[src/rtl/mux_pkg.sv]
// Shared definitions for the mux scan sequencer and the four_to_two_mux it drives.
package mux_pkg;

    typedef enum logic [1:0] {
        ST_LOAD,
        ST_SCAN,
        ST_DONE
    } state_t;

    localparam logic [1:0] SEL_A = 2'b00;
    localparam logic [1:0] SEL_B = 2'b01;
    localparam logic [1:0] SEL_C = 2'b10;
    localparam logic [1:0] SEL_D = 2'b11;

    localparam int unsigned DATA_W = 4;

endpackage

[src/rtl/dwell_counter.sv]
// Counts cycles spent on one select value; `last` marks the final dwell cycle.
module dwell_counter #(
    parameter int unsigned DWELL = 10
) (
    input  logic clk,
    input  logic rst_n,
    input  logic clear,
    input  logic enable,
    output logic last
);

    localparam int unsigned CW = (DWELL > 1) ? $clog2(DWELL) : 1;
    localparam logic [CW-1:0] LAST_VAL = CW'(DWELL - 1);

    logic [CW-1:0] count_q;
    logic [CW-1:0] count_d;

    assign last = (count_q == LAST_VAL);

    // Next count: clear wins, otherwise step and restart after the last dwell cycle.
    always_comb begin
        count_d = count_q;
        if (clear) begin
            count_d = '0;
        end else if (enable) begin
            if (last) begin
                count_d = '0;
            end else begin
                count_d = count_q + CW'(1);
            end
        end
    end

    // Count register.
    always_ff @(posedge clk or negedge rst_n) begin
        if (!rst_n) begin
            count_q <= '0;
        end else begin
            count_q <= count_d;
        end
    end

endmodule

[src/rtl/mux_scan_sequencer.sv]
// Loads four operands over a valid/ready stream, then steps SE through all
// four select codes, dwelling DWELL cycles on each and strobing `sample`.
module mux_scan_sequencer
    import mux_pkg::*;
#(
    parameter int unsigned WIDTH = DATA_W,
    parameter int unsigned DWELL = 10
) (
    input  logic             clk,
    input  logic             rst_n,
    input  logic             in_valid,
    output logic             in_ready,
    input  logic [WIDTH-1:0] in_data,
    output logic [WIDTH-1:0] A,
    output logic [WIDTH-1:0] B,
    output logic [WIDTH-1:0] C,
    output logic [WIDTH-1:0] D,
    output logic [1:0]       SE,
    output logic             busy,
    output logic             sample,
    output logic             done
);

    state_t           state_q, state_d;
    logic [1:0]       widx_q, widx_d;
    logic [1:0]       se_q, se_d;
    logic [WIDTH-1:0] a_q, a_d, b_q, b_d, c_q, c_d, d_q, d_d;
    logic             busy_q, busy_d;
    logic             done_q, done_d;
    logic             accept;
    logic [3:0]       slot_we;
    logic             cnt_clear;
    logic             cnt_enable;
    logic             last;

    assign in_ready   = (state_q == ST_LOAD);
    assign accept     = in_valid && in_ready;
    assign slot_we    = accept ? (4'b0001 << widx_q) : 4'b0000;
    assign cnt_enable = (state_q == ST_SCAN);
    assign sample     = (state_q == ST_SCAN) && last;

    assign A    = a_q;
    assign B    = b_q;
    assign C    = c_q;
    assign D    = d_q;
    assign SE   = se_q;
    assign busy = busy_q;
    assign done = done_q;

    dwell_counter #(
        .DWELL (DWELL)
    ) u_dwell (
        .clk    (clk),
        .rst_n  (rst_n),
        .clear  (cnt_clear),
        .enable (cnt_enable),
        .last   (last)
    );

    // Next-state, slot writes and select stepping.
    always_comb begin
        state_d   = state_q;
        widx_d    = widx_q;
        se_d      = se_q;
        cnt_clear = 1'b0;
        a_d       = slot_we[0] ? in_data : a_q;
        b_d       = slot_we[1] ? in_data : b_q;
        c_d       = slot_we[2] ? in_data : c_q;
        d_d       = slot_we[3] ? in_data : d_q;
        case (state_q)
            ST_LOAD: begin
                if (accept) begin
                    // 2-bit index wraps to slot A after the fourth word.
                    widx_d = widx_q + 2'd1;
                    if (widx_q == 2'd3) begin
                        se_d      = SEL_A;
                        cnt_clear = 1'b1;
                        state_d   = ST_SCAN;
                    end
                end
            end
            ST_SCAN: begin
                if (last) begin
                    if (se_q == SEL_D) begin
                        state_d = ST_DONE;
                    end else begin
                        se_d = se_q + 2'd1;
                    end
                end
            end
            ST_DONE: begin
                state_d = ST_LOAD;
                se_d    = SEL_A;
            end
            default: begin
                state_d = ST_LOAD;
            end
        endcase
        busy_d = (state_d == ST_SCAN);
        done_d = (state_d == ST_DONE);
    end

    // State, operand and status registers.
    always_ff @(posedge clk or negedge rst_n) begin
        if (!rst_n) begin
            state_q <= ST_LOAD;
            widx_q  <= '0;
            se_q    <= SEL_A;
            a_q     <= '0;
            b_q     <= '0;
            c_q     <= '0;
            d_q     <= '0;
            busy_q  <= 1'b0;
            done_q  <= 1'b0;
        end else begin
            state_q <= state_d;
            widx_q  <= widx_d;
            se_q    <= se_d;
            a_q     <= a_d;
            b_q     <= b_d;
            c_q     <= c_d;
            d_q     <= d_d;
            busy_q  <= busy_d;
            done_q  <= done_d;
        end
    end

endmodule
[config.mk]
export PLATFORM = sky130hd
export DESIGN_NAME = mux_scan_sequencer
export DESIGN_NICKNAME = d
export VERILOG_FILES = /design/src/rtl/mux_pkg.sv /design/src/rtl/dwell_counter.sv /design/src/rtl/mux_scan_sequencer.sv
export SDC_FILE = /design/constraint.sdc
export NUM_CORES = 1
export LEC_CHECK = 0
export ABC_AREA = 1
export BUFFER_PORTS_ARGS = -buffer_cell sky130_fd_sc_hd__buf_2
export CORE_MARGIN = 1.5
export CORE_UTILIZATION = 50
export CTS_CLUSTER_SIZE = 40
export DETAILED_ROUTE_END_ITERATION = 7
export GPL_TIMING_DRIVEN = 1
export PLACE_DENSITY = 0.85
export SETUP_SLACK_MARGIN = 0.3
export SLEW_MARGIN = 20
export SYNTH_ARGS = -nofsm -noshare
export SYNTH_HDL_FRONTEND = slang
export SYNTH_SLANG_ARGS = --single-unit
export TNS_END_PERCENT = 30
[constraint.sdc]
create_clock -name clk -period 2.3 [get_ports clk]
set_clock_uncertainty 0.2 [all_clocks]
set_input_delay 0.46 -clock clk [delete_from_list [all_inputs] [get_ports clk]]
set_output_delay 0.46 -clock clk [all_outputs]
set_load 0.01 [all_outputs]
== After elaboration in Yosys (flattened, before gate mapping) ==
Cells that the tools add are included.

* Register bits: 28
* Input bits: 7
* Output and inout port bits: 22
* Word-level logic and storage cells: 49

* $add $sub $neg: 3
* Eq/ne operators: 11
* Shifts and indexed selects: 1
* Multiplexer cells: 17
* Reduce and logical (&&, ||, !) cells: 7

{| class="wikitable"
|+ Operators by type and width
! kind !! count
|-
| $mux 2 || 8
|-
| $mux 4 || 4
|-
| $eq 2x2->1 const B || 4
|-
| $ne 2x1->1 const B || 3
|-
| $pmux 2 s3 || 1
|-
| $reduce_and 5->1 || 1
|-
| $add 2x1->2 const B || 2
|-
| $add 4x1->4 const B || 1
|-
| $eq 2x1->1 const B || 2
|-
| $eq 4x4->1 const B || 1
|-
| $pmux 2 s2 || 1
|-
| $shl 1x2->4 const A || 1
|-
| $mux 1 || 3
|-
| $reduce_bool 3->1 || 1
|-
| $logic_and 1x1->1 || 2
|-
| $logic_not 2->1 || 1
|-
| $ne 2x2->1 const B || 1
|-
| $reduce_and 2->1 || 1
|-
| $reduce_bool 2->1 || 1
|}

== Longest topological paths before layout ==
* Word-level depth: 5
* Gate-level depth with buffers: 8
* Depth with buffers taken out: 8

== By module ==
From an unflattened synthesis, not the netlist that was laid out.

* Cells, all modules: 156
* Area, all modules: 1340.0 µm²

{| class="wikitable"
|+ Modules (own cells, without submodules)
! module !! instances !! cells an instance !! area an instance (µm²) !! seq. area each (µm²)
|-
| mux_scan_sequencer || 1 || 118 || 1077.3 || 600.6
|-
| dwell_counter || 1 || 38 || 262.8 || 100.1
|}

== Worst setup path after synthesis ==
OpenSTA, ideal clock, no wires.

* Path type: register -> output
* Start point: reg u_dwell.count_q[1]
* End point: out sample
* Arrival time: 872 ps
* Required time: 1640 ps
* Slack: 768 ps
* Stages on the path, launching flop included: 5
* Path buffers: 0
* Path through: dfrtp_1 -> inv_1 -> ha_1 -> nand3b_4 -> nor2_4

* Cells in the longest elaborated chain, start to end: 2

{| class="wikitable"
|+ RTL lines
! element !! line !! source
|-
| from (decl) || dwell_counter.sv:15 || <nowiki>logic [CW-1:0] count_q;</nowiki>
|-
| from (signal assigned) || dwell_counter.sv:39 || <nowiki>count_q <= count_d;</nowiki>
|-
| $eq 4x4->1 || dwell_counter.sv:18 || <nowiki>assign last = (count_q == LAST_VAL);</nowiki>
|-
| $logic_and 1x1->1 || mux_scan_sequencer.sv:40 || <nowiki>assign sample = (state_q == ST_SCAN) && last;</nowiki>
|-
| to (decl) || mux_scan_sequencer.sv:20 || <nowiki>output logic sample,</nowiki>
|}

No other way between the ends.

== Final worst setup path ==
Same ends and word-level chain as after synthesis.

==> impl_metrics.py <==
metrics = {
    "worst_setup_path": {
        "worstSetupPathType": "reg2out",
        "crit_path_start_kind": "flop",
        "crit_family": "flip-flops",
        "cp_cell_sequence": "inv_2, ha_4, nand3b_4, nor2_4, buf_6",
        "r2r-end": "u_dwell.count_q[0]",
        "reg2reg_slack_ps": 700,
        "crit_arrival_ps": 1260,
        "max_stage_delay_ps": 420,
        "r2r-start": "widx_q[1]",
        "rr_worst_depth": 6,
        "timing.critical_path.buf_inv": 2,
        "cp_max_fo": 4,
        "cp.required_ps": 1640,
        "worst_path_max_delay_cell": "dfrtp_1",
        "end_kind": "output port",
    },
    "die": {
        "io_pins": 29,
        "num_rows": 18,
        "fp.dieW_um": 53.3,
        "die_area_um2": 2840,
        "coreArea_um2": 2430,
        "dieHeight_um": 53.3,
        "start_util": 0.519,
    },
    "sta": {
        "min_period_ps": 1920,
        "tightest_slew_ps": 619,
        "rsz0062_at_grt": "no",
        "setup_viol": 0,
        "layout_setup_ws_ps": 379,
        "slew_viol_final": 0,
        "post-route-period-util": 0.835,
        "final_hold_viol_count": 0,
        "max_freq_mhz": 521,
        "slew_headroom": 0.587,
        "final.setup.tns_ps": 0,
    },
    "final_layout": {
        "layout.nets": 179,
        "utilization": 0.631,
        "syn_to_final_growth_pct": 21.6,
        "instances_no_fill": 194,
        "final_common_cell": "nand2_1",
        "layout_common_cells": "nand2_1, dfrtp_1, buf_2",
        "fillCellCount": 212,
        "drive_above_1_share": 0.305,
        "antenna_cells": 0,
    },
    "routing": {
        "wl_um": 2360,
        "drt-initial-drc-count": 17,
        "drc_errors": 0,
        "num_vias": 953,
        "routedWlPerCell_um": 12.2,
        "drtAntennaViolNets": 0,
        "firstDrtPassIters": 4,
        "via_per_inst": 4.91,
    },
    "placed_design": {
        "io_buffers": 28,
        "post-dp-hpwl_um": 1770,
        "place_inst": 185,
        "gp_congestion": 0.792,
        "pre_cts_slack_ps": 634,
    },
    "clock_network": {
        "clockBufferDepth": 2,
        "h-tree-depth": 1,
        "root_buffer": "clkbuf_4",
        "worstSkewPairLatency_ps": 310,
        "cts.sinks": 28,
        "clkTransAtPathRegs_ps": 140,
        "numCtsBuffers": 3,
        "cts_tree": "built",
    },
    "min_path": {
        "holdPathEnd": "C[2]",
        "hold_path_startpoint": "in_data[2]",
        "worstHoldPathCells": 3,
        "hold_class": "in2reg",
    },
    "global_routing": {
        "grtUsageTotal": 0.185,
        "gr-usage-met1": 0.212,
        "grt_pass1_vias": 883,
        "use_met3": 0.0254,
        "busiest_layer": "met2",
        "grt_use_met2": 0.354,
        "grt_max_degree": 29,
        "grt_pass1_wl_um": 3760,
        "antenna_found_initial": 0,
        "grt-ovfl-total": 0,
    },
    "yosys": {
        "avgSynthCellArea_um2": 9.94,
        "syn_nets": 141,
        "ys_types": 21,
        "syn_area_um2": 1260,
        "ys_ff_latch": 28,
        "yosys_warnings": 0,
        "synthCells": 127,
        "yosysSeqAreaShare": 0.555,
    },
    "outcome": {
        "status": "finished, final reports clean",
    },
    "power": {
        "powerDensity_nw_per_um2": 1280,
        "ir_worst_vdd_v": 0.000713,
        "total_power_w": 0.00197,
        "leakage_nw": 0.862,
    },
    "flow_run": {
        "max_cap_viol_count": 0,
    },
}
per-layer routing:
layer / wire length, um / vias to the layer above
li1: - / 481
met1: 1080 / 448
met2: 1190 / 24
met3: 92 / 0
met4: 0 / 0
met5: 0 / -
timing repair:
item | CTS | global route
setup buffers | 2 | 2
gates cloned | 0 | 0
gates resized for setup | 0 | 4
endpoints found under the setup margin | 1 | 1
hold endpoints to repair | 28 | 0
hold buffers | 1 | 0
layout make-up:
class                   instances  area [um2]  area share
clock buffers                   4        36.3      0.0236
inverters                      13        53.8      0.0350
multi-input cells              86         520       0.339
flip-flops and latches         28         701       0.456
well taps                      30        37.5      0.0244
repair buffers                 33         186       0.121
per-stage QoR:
stage	hold WS [ps]	instance area, um2
6_report	252	1540
2_1_floorplan	-35.6	1260
3_3_place_gp	263	1440
5_1_grt	252	1540
4_1_cts	242	1500
3_5_place_dp	275	1440
kinds of logic after synthesis:
| logic type | Yosys count | share of synthesized area |
|---|---|---|
| xor+xnor | 3 | 0.0208 |
| flops | 28 | 0.555 |
| simple gates | 56 | 0.230 |
| compound gates | 20 | 0.0823 |
| fa+ha+maj | 7 | 0.0694 |
| buf+inv | 13 | 0.0426 |
Yosys cell counts (all sizes together):
cell type | instances | area (um2)
nand2 | 41 | 179
dfrtp | 28 | 701
o21ai | 20 | 104
inv | 12 | 45.0
nor2 | 8 | 47.6
ha | 7 | 87.6
nand3 | 3 | 15.0
nand3b | 2 | 27.5
nor3 | 2 | 21.3
xnor2 | 2 | 17.5
clkinv | 1 | 8.76
xor2 | 1 | 8.76
state kept, by name, indices dropped and copies added (netlist names):
signal	cells
D	4
done	1
A	4
B	4
widx_q	2
SE	2
u_dwell.count_q	4
C	4
state_q	2
busy	1
report_power, final:
part	leakage [nW]	internal [W]	total (W)	switching (W)
clock	0.0210	0.0000967	0.000229	0.000132
combinational	0.491	0.000392	0.000888	0.000497
sequential	0.350	0.000705	0.000849	0.000145
tightest hold or removal path, cell delays in order:
cell and delay [ps]:
buf_2 70, inv_1 70, o21ai_1 130
worst max path at each step:
stage	from	depth (start not counted)	to
after floorplan	u_dwell.count_q[1]	4	sample
after global placement	u_dwell.count_q[1]	5	sample
after detailed placement	u_dwell.count_q[1]	5	sample
after CTS	u_dwell.count_q[1]	5	sample
after global routing	state_q[1]	4	sample
final	u_dwell.count_q[1]	5	sample
(Power assumes the default switching activity.)
